[config.mk]
export PLATFORM = sky130hd
export DESIGN_NAME = keypad_scanner
export DESIGN_NICKNAME = d
export VERILOG_FILES = /design/src/rtl/keypad_pkg.sv /design/src/rtl/keypad_decode.sv /design/src/rtl/keypad_scanner.sv
export SDC_FILE = /design/constraint.sdc
export NUM_CORES = 1
export LEC_CHECK = 0
export BUFFER_PORTS_ARGS = -buffer_cell sky130_fd_sc_hd__buf_2
export CAP_MARGIN = 20
export CORE_ASPECT_RATIO = 0.8
export CORE_MARGIN = 5
export CORE_UTILIZATION = 40
export CTS_BUF_LIST = sky130_fd_sc_hd__clkbuf_8
export CTS_CLUSTER_SIZE = 28
export DETAILED_ROUTE_END_ITERATION = 16
export RECOVER_POWER = 50
export SYNTH_ARGS = -nofsm -noshare
export SYNTH_HDL_FRONTEND = slang
export SYNTH_SLANG_ARGS = --single-unit
[constraint.sdc]
create_clock -name clock -period 4.3 [get_ports clock]
set_input_delay 0.86 -clock clock [delete_from_list [all_inputs] [get_ports clock]]
set_output_delay 0.86 -clock clock [all_outputs]
set_load 0.05 [all_outputs]
[src/rtl/keypad_pkg.sv]
// Shared types, key codes and lookup helpers for the 4x3 keypad scanner.
package keypad_pkg;

  // Scanner FSM states.
  typedef enum logic [1:0] {
    ST_SCAN     = 2'd0,
    ST_DEBOUNCE = 2'd1,
    ST_HOLD     = 2'd2
  } state_t;

  localparam logic [3:0] KEY_STAR = 4'd10;
  localparam logic [3:0] KEY_HASH = 4'd11;

  // Row/column to key code. Row 0 is the top row, column 0 the left column.
  function automatic logic [3:0] key_map(input logic [1:0] row, input logic [1:0] col);
    logic [3:0] code;
    code = 4'd0;
    case ({row, col})
      4'b00_00: code = 4'd1;
      4'b00_01: code = 4'd2;
      4'b00_10: code = 4'd3;
      4'b01_00: code = 4'd4;
      4'b01_01: code = 4'd5;
      4'b01_10: code = 4'd6;
      4'b10_00: code = 4'd7;
      4'b10_01: code = 4'd8;
      4'b10_10: code = 4'd9;
      4'b11_00: code = KEY_STAR;
      4'b11_01: code = 4'd0;
      4'b11_10: code = KEY_HASH;
      default:  code = 4'd0;
    endcase
    return code;
  endfunction

  // One-hot digit vector; star, hash and anything above 9 map to zero.
  function automatic logic [9:0] digit_onehot(input logic [3:0] code);
    logic [9:0] v;
    v = 10'd0;
    if (code <= 4'd9) v = 10'd1 << code;
    return v;
  endfunction

  // Active-low one-hot row drive for a row index.
  function automatic logic [3:0] row_drive(input logic [1:0] row);
    return ~(4'd1 << row);
  endfunction

endpackage

[src/rtl/keypad_decode.sv]
// Combinational decode of one matrix sample: exactly one low column is a
// valid key, anything else (none or several low) is treated as no key.
module keypad_decode
  import keypad_pkg::*;
(
  input  logic [1:0] row,
  input  logic [2:0] cols_n,
  output logic       valid,
  output logic [3:0] code
);

  // Map the single low column on the driven row to its key code.
  always_comb begin
    valid = 1'b0;
    code  = 4'd0;
    case (cols_n)
      3'b110: begin valid = 1'b1; code = key_map(row, 2'd0); end
      3'b101: begin valid = 1'b1; code = key_map(row, 2'd1); end
      3'b011: begin valid = 1'b1; code = key_map(row, 2'd2); end
      default: begin valid = 1'b0; code = 4'd0; end
    endcase
  end

endmodule

[src/rtl/keypad_scanner.sv]
// 4x3 keypad scanner: walks the rows, samples the columns once per dwell,
// debounces press and release, and emits one single-cycle pulse per press.
// key_valid is a pure strobe with no back-pressure: the consumer must take
// the key in the single cycle key_valid is high; key_code holds afterwards.
module keypad_scanner
  import keypad_pkg::*;
#(
  parameter int ROW_DWELL = 2,
  parameter int DEBOUNCE  = 3
) (
  input  logic       clock,
  input  logic       clearn,
  input  logic [2:0] cols_n,
  output logic [3:0] rows_n,
  output logic [9:0] keypad,
  output logic       key_valid,
  output logic [3:0] key_code,
  output state_t     dbg_state
);

  localparam int DW = (ROW_DWELL > 1) ? $clog2(ROW_DWELL) : 1;
  localparam int CW = $clog2(DEBOUNCE + 1);
  localparam logic [DW-1:0] DWELL_LAST = DW'(ROW_DWELL - 1);
  localparam logic [CW-1:0] CNT_DONE   = CW'(DEBOUNCE);
  localparam logic [CW-1:0] CNT_ONE    = CW'(1);

  state_t          state;
  logic [DW-1:0]   dwell_cnt;
  logic [1:0]      row;
  logic [CW-1:0]   match_cnt;
  logic [CW-1:0]   rel_cnt;
  logic [3:0]      cap_code;

  logic            sample;
  logic            dec_valid;
  logic [3:0]      dec_code;
  logic [CW-1:0]   match_next;
  logic [CW-1:0]   rel_next;

  // Columns are only looked at on the last clock of each row dwell.
  assign sample     = (dwell_cnt == DWELL_LAST);
  assign match_next = match_cnt + 1'b1;
  assign rel_next   = rel_cnt + 1'b1;
  assign dbg_state  = state;

  keypad_decode u_decode (
    .row    (row),
    .cols_n (cols_n),
    .valid  (dec_valid),
    .code   (dec_code)
  );

  // Scan/debounce/hold FSM with dwell and row counters; all outputs registered.
  always_ff @(posedge clock or negedge clearn) begin
    if (!clearn) begin
      state     <= ST_SCAN;
      dwell_cnt <= '0;
      row       <= 2'd0;
      rows_n    <= 4'b1110;
      match_cnt <= '0;
      rel_cnt   <= '0;
      cap_code  <= 4'd0;
      keypad    <= 10'd0;
      key_valid <= 1'b0;
      key_code  <= 4'd0;
    end else begin
      keypad    <= 10'd0;
      key_valid <= 1'b0;
      dwell_cnt <= sample ? '0 : dwell_cnt + 1'b1;
      if (sample) begin
        case (state)
          ST_SCAN: begin
            if (dec_valid) begin
              // Freeze on this row and start counting matching samples.
              cap_code  <= dec_code;
              match_cnt <= CNT_ONE;
              rel_cnt   <= '0;
              if (CNT_DONE == CNT_ONE) begin
                state     <= ST_HOLD;
                key_valid <= 1'b1;
                key_code  <= dec_code;
                keypad    <= digit_onehot(dec_code);
              end else begin
                state <= ST_DEBOUNCE;
              end
            end else begin
              row    <= row + 2'd1;
              rows_n <= row_drive(row + 2'd1);
            end
          end
          ST_DEBOUNCE: begin
            if (dec_valid && (dec_code == cap_code)) begin
              match_cnt <= match_next;
              if (match_next == CNT_DONE) begin
                state     <= ST_HOLD;
                rel_cnt   <= '0;
                key_valid <= 1'b1;
                key_code  <= cap_code;
                keypad    <= digit_onehot(cap_code);
              end
            end else begin
              // Bounce or a different key: drop it silently and move on.
              state     <= ST_SCAN;
              match_cnt <= '0;
              row       <= row + 2'd1;
              rows_n    <= row_drive(row + 2'd1);
            end
          end
          ST_HOLD: begin
            // Only a run of all-high samples counts as release; other keys are ignored.
            if (cols_n == 3'b111) begin
              if (rel_next == CNT_DONE) begin
                state     <= ST_SCAN;
                rel_cnt   <= '0;
                match_cnt <= '0;
                row       <= row + 2'd1;
                rows_n    <= row_drive(row + 2'd1);
              end else begin
                rel_cnt <= rel_next;
              end
            end else begin
              rel_cnt <= '0;
            end
          end
          default: begin
            state <= ST_SCAN;
          end
        endcase
      end
    end
  end

endmodule

=== After elaboration in Yosys (flattened, before gate mapping) ===
Index checks and enable logic that the tools add are counted.

* $lt $le $gt $ge: 1
* Equal/unequal tests: 20
* Div/mod/pow operators: 0
* Reductions and logical operators: 11
* Multiply operators: 0
* Bitwise logic cells: 1
* Add/sub/neg operators: 4
* Shift operators: 2
* Mux-type cells: 39

{| class="wikitable"
|+ Operators with widths
! operator !! count
|-
| 10-bit 2-to-1 mux || 5
|-
| 4-bit one-hot mux with 4 select lines || 3
|-
| 2-bit 2-to-1 mux || 15
|-
| 2-bit one-hot mux with 3 select lines || 4
|-
| 4-bit one-hot mux with 3 select lines || 2
|-
| 4-bit 2-to-1 mux || 4
|-
| 5-bit AND reduction || 3
|-
| 2-bit != test, second input constant || 7
|-
| 2-bit == test, second input constant || 5
|-
| 1-bit by 4-bit << shifter with 10-bit output, first input constant || 1
|-
| 3-bit == test, second input constant || 3
|-
| 2-bit by 1-bit adder with 2-bit output, second input constant || 3
|-
| 1-bit 2-to-1 mux || 6
|-
| 6-bit AND reduction || 1
|-
| 2-bit by 1-bit == test with 1-bit output, second input constant || 2
|-
| 4-bit == test || 1
|-
| 4-bit <= comparator, second input constant || 1
|-
| 2-bit zero test || 2
|-
| 4-bit NOT || 1
|-
| 4-bit AND reduction || 1
|-
| 1-bit by 2-bit << shifter with 4-bit output, first input constant || 1
|-
| 3-bit by 2-bit == test with 1-bit output, second input constant || 1
|-
| 3-bit != test, second input constant || 1
|-
| 3-bit AND reduction || 1
|-
| 4 further kinds || 4
|}

* Output and inout bits: 21
* Word-level logic and storage cells: 88
* Memories: 0
* Bits of input ports: 5
* RAM bits: 0
* Memory bits (read-only): 0
* Latch bits: 0
* Flip-flop bits (word level): 32

=== Logic depth before layout (Yosys ltp) ===
Gate-level depths: netlist (run 1).

* Depth in word-level cells: 8
* Depth in mapped cells: 10
* Mapped depth without buffers: 9

=== By module ===
A second synthesis (run 1) with hierarchy kept.

* Cells, all modules: 165
* Area, all modules: 1899.3 µm²

{| class="wikitable"
|+ By module, submodules not included
! module !! cells an instance !! times used !! area each (µm²) !! sequential area each (µm²)
|-
| keypad_scanner || 134 || 1 || 1644.1 || 804.5
|-
| keypad_decode || 31 || 1 || 255.2 || 0.0
|}

=== Least setup slack after synthesis (run 1) ===
No wires, ideal clock.

* Kind: input port to flip-flop
* From: in cols_n[1]
* To: reg keypad[1]
* Data required time: 4.199 ns
* Path buffers: 1
* Setup time: 0.101 ns
* Data arrival time: 2.622 ns
* Cell stages on the path: 8
* Path slack: 1.578 ns
* Path through: o21ai_0 -> or3b_2 -> o211ai_1 -> xor2_1 -> nor4_4 -> nand4_4 -> buf_6 -> nor4_1

* Word-level cells in the longest chain between the ends: 7
* Elaborated cells between the ends (all ways): 11

{| class="wikitable"
|+ RTL lines
! what !! RTL line !! source
|-
| from (decl) || keypad_scanner.sv:13 || <nowiki>input logic [2:0] cols_n,</nowiki>
|-
| 3-bit by 2-bit == test with 1-bit output or 3-bit == test (tied branches) || keypad_decode.sv:16 || <nowiki>case (cols_n)</nowiki>
|-
| 4-bit one-hot mux with 3 select lines or 3-bit OR reduction (tied branches) || - ||
|-
| 4-bit == test or 1-bit 2-to-1 mux (tied branches) || keypad_scanner.sv:92, keypad_decode.sv:16 ||
|-
| 1-bit logical AND * || keypad_scanner.sv:92 || <nowiki>if (dec_valid && (dec_code == cap_code)) begin</nowiki>
|-
| 10-bit 2-to-1 mux * || keypad_scanner.sv:92 ||
|-
| 10-bit 2-to-1 mux * || keypad_scanner.sv:71 || <nowiki>case (state)</nowiki>
|-
| 10-bit 2-to-1 mux * || keypad_scanner.sv:70 || <nowiki>if (sample) begin</nowiki>
|-
| to (signal assigned) || keypad_scanner.sv:82 || <nowiki>keypad <= digit_onehot(dec_code);</nowiki>
|-
| to (signal assigned) || keypad_scanner.sv:99 || <nowiki>keypad <= digit_onehot(cap_code);</nowiki>
|-
| to (decl) || keypad_scanner.sv:15 || <nowiki>output logic [9:0] keypad,</nowiki>
|}

Mark *: on every way between the ends. The rest lies on a longest branch, timed or not.
A chain may end at the register's enable or synchronous reset.

=== Worst setup path after layout (run 1) ===
* From: in cols_n[1]
* To: reg key_code[0]

* Word-level cells in the longest chain between the ends: 5
* Elaborated cells between the ends (all ways): 9

{| class="wikitable"
|+ RTL lines
! what !! RTL line !! source
|-
| 3-bit by 2-bit == test with 1-bit output or 3-bit == test (tied branches) || keypad_decode.sv:16 ||
|-
| 4-bit one-hot mux with 3 select lines or 3-bit OR reduction (tied branches) || - ||
|-
| 4-bit == test or 1-bit 2-to-1 mux (tied branches) || keypad_scanner.sv:92, keypad_decode.sv:16 ||
|-
| 1-bit logical AND * || keypad_scanner.sv:92 ||
|-
| 4-bit AND reduction (no source line) * || - ||
|-
| to (signal assigned) || keypad_scanner.sv:81 || <nowiki>key_code <= dec_code;</nowiki>
|-
| to (signal assigned) || keypad_scanner.sv:98 || <nowiki>key_code <= cap_code;</nowiki>
|-
| to (decl) || keypad_scanner.sv:17 || <nowiki>output logic [3:0] key_code,</nowiki>
|}

Marked as above.

==> results.txt, run 1 <==
Port buffer count: 25
Dpl cell area: 1860 um2
Layout area overhead: 12.2%
Hold Crit Start: rows_n[3]$_DFFE_PN1P_
Synthesized net count: 175
Die ar.: 5730 um2
Most common cell after layout, fill and taps aside: dfrtp_1
Clock slew at reported path FFs: 60 ps
Hold_buf cts: 0
Pwr Density: 600 nW/um2
CP Buf/Inv Count: 1
Flop-to-flop setup slack: 1360 ps
CP Cell Sequence: buf_2 -> o21ai_0 -> or3b_2 -> o211ai_1 -> xor2_1 -> nor4_4 -> nand4_4 -> mux2_2
I/O pin cnt: 26
Netlist cell types: 49
Number of synthesis warnings: 0
Worst hold path class: reg2reg
Post-synthesis cell area: 1720 um2
Total Power: 1.16 mW
Vias in the first global route: 1,255
Avg Cell Area, Syn: 10.6 um2
Routed wire length: 3480 um
CTS resizes: 0
Clock buffer depth: 2
H-tree depth: 2
CP max FO: 16
Placement Setup Slack: 1050 ps
NetSw: 493 uW
Start of the worst register-to-register path: row[0]$_DFFE_PN0P_
Final core occ: 46.3%
Hold Path Sink: rows_n[3]$_DFFE_PN1P_
FF-to-FF path depth: 9
Syn Inst Count: 163
1st-pass router iterations: 4
Synth async-reset ratio: 100%
Setup TNS: 0 ps
Hold_ws: 467 ps
Critical-path top delay cell: or3b_2
Fill cells: 409
Final WS setup: 1350 ps
Register area share after synthesis: 46.7%
Sequential power share: 38.5%
Clock latency at the later pin of the worst-skew pair: 280 ps
DR iter-0 viols: 79
Clock skew: 5.49 ps
Clock root buffer: clkbuf_8
Post-DRT Antenna Nets: 0
Crit path capture type: flip-flop
Number of flops mapped to enable cells by yosys: 0
Drt wl/cell: 14.1 um
Non-Filler Instances: 246
Leakage: 0.909 nW
First-pass GRT wire length: 6110 um
Required time of the critical path: 4460 ps
Final setup fails: 0
Hold depth: 2
Core Area: 4180 um2
Max-slew violations: 33
DRC viols: 0
Final hold vios: 0
Gr ovfl total: 0
HPWL Detailed: 2550 um
Final worst path period share: 68.6%
F_max: 0.339 GHz
Most frequent cells in the layout: dfrtp_1, inv_1, buf_2
TritonCTS clock tree: yes
Row count: 21
Num CTS Buffers: 5
Clk pwr share: 19.6%
Vias: 1,309
Max Cap Viol: 1
Max VDD drop: 0.196 mV
Synth Register Bits: 32
Internal power: 668 uW
Initial antenna violation count: 0
Fin crit period: 2950 ps
Via/cell ratio: 5.32
ANT cells: 0
Sw Share: 42.5%
Gate power share: 41.9%
Starting density of the core: 41.3%
Nets: 200
Cell Count Post-Placement: 238
Unrepaired setup endpoints after global routing: false
Chip Width: 83.4 um
Slew headroom: -9.27%
CP Data Arrival Time: 3120 ps
Crit path largest cell delay: 480 ps
Crit path max-delay family: simple AND/OR/NAND/NOR gates
All-Layer GR Usage: 13.7%
Crit start category: input port
Worst R2R End: key_code[0]$_DFFE_PN0P_
Worst Tran Pin Value: 1640 ps
Top FF cell, synth: dfrtp_1
Run status: finished, violations left
DIE HEIGHT: 68.7 um
Largest net degree at the start of global routing: 33
Final Instance Area: 1930 um2
Violated checks: capacitance limit, slew limit
Sink Count: 32
Setup repair bufs after CTS: 0
Setup CP Type: in2reg
Routability cong.: 0.811
Share of post-route cells with drive strength above 1: 22.2%
sequential cells by signal, indices dropped and copies added (netlist names):
name	flops
cap_code	4
dbg_state	2
dwell_cnt	1
key_code	4
key_valid	1
keypad	10
match_cnt	2
rel_cnt	2
row	2
rows_n	4
kinds of logic after synthesis:
| logic type | after synthesis | share of synthesized area, % |
|---|---|---|
| AOI/OAI and AO/OA | 27 | 11.1 |
| xor gates and xnor gates | 5 | 2.54 |
| adders and majority gates | 7 | 5.08 |
| buffers and inverters | 20 | 6.53 |
| DFF | 32 | 46.7 |
| muxes | 11 | 6.82 |
| and+or+nand+nor | 61 | 21.3 |
synth_stat cells (all sizes together), types with 2 or more instances:
library cell | n | area share [%]
a21oi | 5 | 1.7
or2 | 2 | 0.73
buf | 4 | 2.4
dfrtp | 29 | 42
mux2 | 6 | 3.9
inv | 13 | 2.8
nor2 | 14 | 3.0
nand2 | 11 | 2.5
or2b | 2 | 1.1
nor3 | 3 | 0.87
dfstp | 3 | 4.6
nor4 | 13 | 6.0
o21ai | 6 | 1.7
nand2b | 7 | 2.5
clkbuf | 3 | 1.3
xnor2 | 3 | 1.5
ha | 7 | 5.1
mux2i | 5 | 2.9
a31oi | 2 | 0.73
xor2 | 2 | 1.0
nand3 | 4 | 1.2
layer usage:
metal  vias up  track usage [%]  part of all wire, %
li1        627                -                    -
met1       633             16.6                   46
met2        43             21.9                   45
met3         6             4.63                  7.2
met4         0             7.96                  2.2
met5         -                0                    0
final cells by class:
class	instances	area (um2)	area share [%]
Clock buffer	6	82.6	4.27
Clock inverter	2	7.51	0.388
Inverter	13	48.8	2.52
Multi-Input combinational cell	111	807	41.7
Sequential cell	32	805	41.6
Tap cell	57	71.3	3.69
Timing Repair Buffer	25	113	5.82
worst max-delay path by stage:
stage                        from                       to  slack (ps)  cells after the start
3_3_place_gp            cols_n[1]  key_code[1]$_DFFE_PN0P_        1150                      8
6_report                cols_n[1]  key_code[0]$_DFFE_PN0P_        1350                      8
3_5_place_dp            cols_n[1]      keypad[3]$_DFF_PN0_        1050                      8
5_1_grt        row[0]$_DFFE_PN0P_      keypad[5]$_DFF_PN0_        1130                      9
2_1_floorplan           cols_n[1]      keypad[1]$_DFF_PN0_        1580                      8
4_1_cts        row[0]$_DFFE_PN0P_      keypad[3]$_DFF_PN0_        1340                      9
worst register-to-register path: stages (launching register included):
cell and delay (ps):
dfrtp_1 430, inv_1 150, ha_1 220, o21ai_0 130
or3b_2 480, o211ai_1 140, xor2_1 140, nor4_4 480
nand4_4 310, mux2_2 360
power by group through the flow:
stage	logic, mW	registers [mW]	clock network (mW)
6_report	0.486	0.447	0.228
5_1_grt	0.544	0.459	0.252
4_1_cts	0.489	0.446	0.236
3_5_place_dp	0.487	0.450	0
3_3_place_gp	0.476	0.445	0
2_1_floorplan	0.351	0.485	0
No activity file was read; power rests on OpenSTA's default activity.
==> run 2: changes to the inputs <==
==> constraint.sdc (replaced) <==
create_clock -name clock -period 2.7 [get_ports clock]
set_input_delay 0.54 -clock clock [delete_from_list [all_inputs] [get_ports clock]]
set_output_delay 0.54 -clock clock [all_outputs]
set_load 0.05 [all_outputs]
==> run 2 against run 1 <==
Compared with the run above: the run still ends with capacitance limit, slew limit left; routed wire length grew 2.4%; final cell count grew 4.5%; clock power grew 93%; critical path type is now reg2reg; via count grew 2.5%; clock skew shrank 2.2 ps; combinational power grew 80%; critical path depth grew 3.
==> results.txt, run 2 (synthesis gave the netlist of run 1 again) <==
Sequential power share: 35.1% (was 38.5%)
Clock buffer depth: 2 (unchanged)
Row count: 21 (unchanged)
Worst Tran Pin Value: 1690 ps (was 1640 ps)
All-Layer GR Usage: 13.5% (was 13.7%)
DR iter-0 viols: 83 (was 79)
I/O pin cnt: 26 (unchanged)
Hold depth: 2 (unchanged)
Max-slew violations: 33 (unchanged)
Run status: finished, violations left (unchanged)
ANT cells: 0 (unchanged)
Final setup fails: 0 (unchanged)
Routed wire length: 3560 um (was 3480 um)
Setup CP Type: reg2reg (was in2reg)
Drt wl/cell: 13.9 um (was 14.1 um)
Largest Register: keypad (unchanged)
CP max FO: 5 (was 16)
Chip Width: 83.4 um (unchanged)
Starting density of the core: 41.3% (unchanged)
H-tree depth: 2 (unchanged)
Violated checks: capacitance limit, slew limit (unchanged)
Pwr Density: 980 nW/um2 (was 600 nW/um2)
Largest net degree at the start of global routing: 33 (unchanged)
Leakage: 0.972 nW (was 0.909 nW)
NetSw: 829 uW (was 493 uW)
Worst R2R End: match_cnt[0]$_DFFE_PN0P_ (was key_code[0]$_DFFE_PN0P_)
DRC viols: 0 (unchanged)
Clk pwr share: 21.8% (was 19.6%)
Sw Share: 40.9% (was 42.5%)
1st-pass router iterations: 4 (unchanged)
F_max: 0.384 GHz
Total Power: 2.03 mW (was 1.16 mW)
Max VDD drop: 0.430 mV (was 0.196 mV)
Core Area: 4180 um2 (unchanged)
Crit start category: flip-flop (was input port)
Max Cap Viol: 1 (unchanged)
Nets: 211 (was 200)
Initial antenna violation count: 0 (unchanged)
Gr ovfl total: 0 (unchanged)
TritonCTS clock tree: yes (unchanged)
Most frequent cells in the layout: dfrtp_1, buf_2, inv_1, nor2_1 (was dfrtp_1, inv_1, buf_2)
Post-DRT Antenna Nets: 0 (unchanged)
Start of the worst register-to-register path: row[0]$_DFFE_PN0P_ (unchanged)
Worst hold path class: reg2reg (unchanged)
Clock root buffer: clkbuf_8 (unchanged)
Internal power: 1.20 mW (was 668 uW)
Hold Path Sink: rows_n[1]$_DFFE_PN1P_ (was rows_n[3]$_DFFE_PN1P_)
Num CTS Buffers: 5 (unchanged)
HPWL Detailed: 2530 um (was 2550 um)
Required time of the critical path: 2880 ps (was 4460 ps)
Crit path capture type: flip-flop (unchanged)
Routability cong.: 0.853 (was 0.811)
Most common cell after layout, fill and taps aside: dfrtp_1 (unchanged)
Via/cell ratio: 5.22 (was 5.32)
Port buffer count: 25 (unchanged)
Setup TNS: 0 ps (unchanged)
Gate power share: 43.1% (was 41.9%)
Critical-path top delay cell: dfrtp_1 (was or3b_2)
Share of post-route cells with drive strength above 1: 29.0% (was 22.2%)
Vias: 1,342 (was 1,309)
Unrepaired setup endpoints after global routing: false (unchanged)
Crit path top cell by count: buf_4
Crit path largest cell delay: 390 ps (was 480 ps)
Clock latency at the later pin of the worst-skew pair: 280 ps (about the same)
Flop-to-flop setup slack: 90 ps (was 1360 ps)
DIE HEIGHT: 68.7 um (unchanged)
Clock skew: 3.28 ps (was 5.49 ps)
Slew headroom: -12.6% (was -9.27%)
Final hold vios: 0 (unchanged)
Vias in the first global route: 1,292 (was 1,255)
Layout area overhead: 19.9% (was 12.2%)
FF-to-FF path depth: 11 (was 9)
Hold Crit Start: rows_n[1]$_DFFE_PN1P_ (was rows_n[3]$_DFFE_PN1P_)
Sink Count: 32 (unchanged)
Clock slew at reported path FFs: 60 ps (about the same)
CP Data Arrival Time: 2780 ps (was 3120 ps)
Max reg flops: 10 (unchanged)
Die ar.: 5730 um2 (unchanged)
Fin crit period: 2610 ps
CP Cell Sequence: inv_1 -> buf_4 -> ha_1 -> nor2_1 -> o2bb2ai_2 -> or2_1 -> a22o_1 -> nor4_4 -> buf_4 -> nand2_1 -> o41ai_1 (was buf_2 -> o21ai_0 -> or3b_2 -> o211ai_1 -> xor2_1 -> nor4_4 -> nand4_4 -> mux2_2)
First-pass GRT wire length: 6070 um (was 6110 um)
Final worst path period share: 96.5%
## run 2: worst max-delay path, delay by kind of cell (launching register included)
family / cells / cell delay [ps]
fa+ha+maj: 1 / 230
flops: 1 / 390
simple gates: 4 / 800
compound gates: 3 / 660
buf+inv: 3 / 430
## run 2: worst max-delay path by stage
stage                             from  cells past startpoint                       end  slack, ps
finish              row[0]$_DFFE_PN0P_                     11  match_cnt[0]$_DFFE_PN0P_         90
detailed placement  row[0]$_DFFE_PN0P_                     10  match_cnt[0]$_DFFE_PN0P_         50
CTS                 row[0]$_DFFE_PN0P_                     10  match_cnt[0]$_DFFE_PN0P_         30
global placement             cols_n[1]                      8   key_code[1]$_DFFE_PN0P_        130
floorplan           row[0]$_DFFE_PN0P_                     10       keypad[1]$_DFF_PN0_        110
global route        row[0]$_DFFE_PN0P_                     11     rows_n[0]$_DFFE_PN0P_         10
## run 2: area by class of cell
type,instances,area [um2]
fillers,395,2110
repair buffers,36,195
multi-input cells,111,840
clock buffers,5,68.8
well taps,57,71.3
clock inverters,3,38.8
inverters,13,48.8
flip-flops and latches,32,805
## run 2: power groups by stage
| stage | clock (mW) | sequential (mW) | combinational, mW |
|---|---|---|---|
| global route | 0.478 | 0.728 | 0.961 |
| detailed placement | 0 | 0.718 | 0.813 |
| floorplan | 0 | 0.773 | 0.559 |
| CTS | 0.455 | 0.709 | 0.817 |
| global placement | 0 | 0.706 | 0.798 |
| finish | 0.441 | 0.710 | 0.874 |
## run 2: timing repair
action | 4_1_cts | 5_1_grt
buffers inserted | 0 | 5
gates resized for setup | 0 | 6
setup endpoints to repair | 0 | 21
hold buffers | 0 | 0
## run 2: metrics by stage
step	std cells	setup slack, ps	util, %	hold WS, ps	cell area (um2)
2_1_floorplan	163	112	-	244	1720
3_3_place_gp	244	133	45.5	456	1900
3_5_place_dp	244	49.7	45.5	466	1900
4_1_cts	252	28.9	48.1	320	2010
5_1_grt	257	10.4	49.5	492	2070
6_report	257	94.6	49.5	479	2070
## run 2: layer usage
layer | vias to the layer above | wire (um) | global-route usage [%]
li1 | 644 | - | -
met1 | 657 | 1610 | 16.7
met2 | 34 | 1670 | 21.8
met3 | 7 | 203 | 4.63
met4 | 0 | 73 | 5.71
met5 | - | 0 | 0
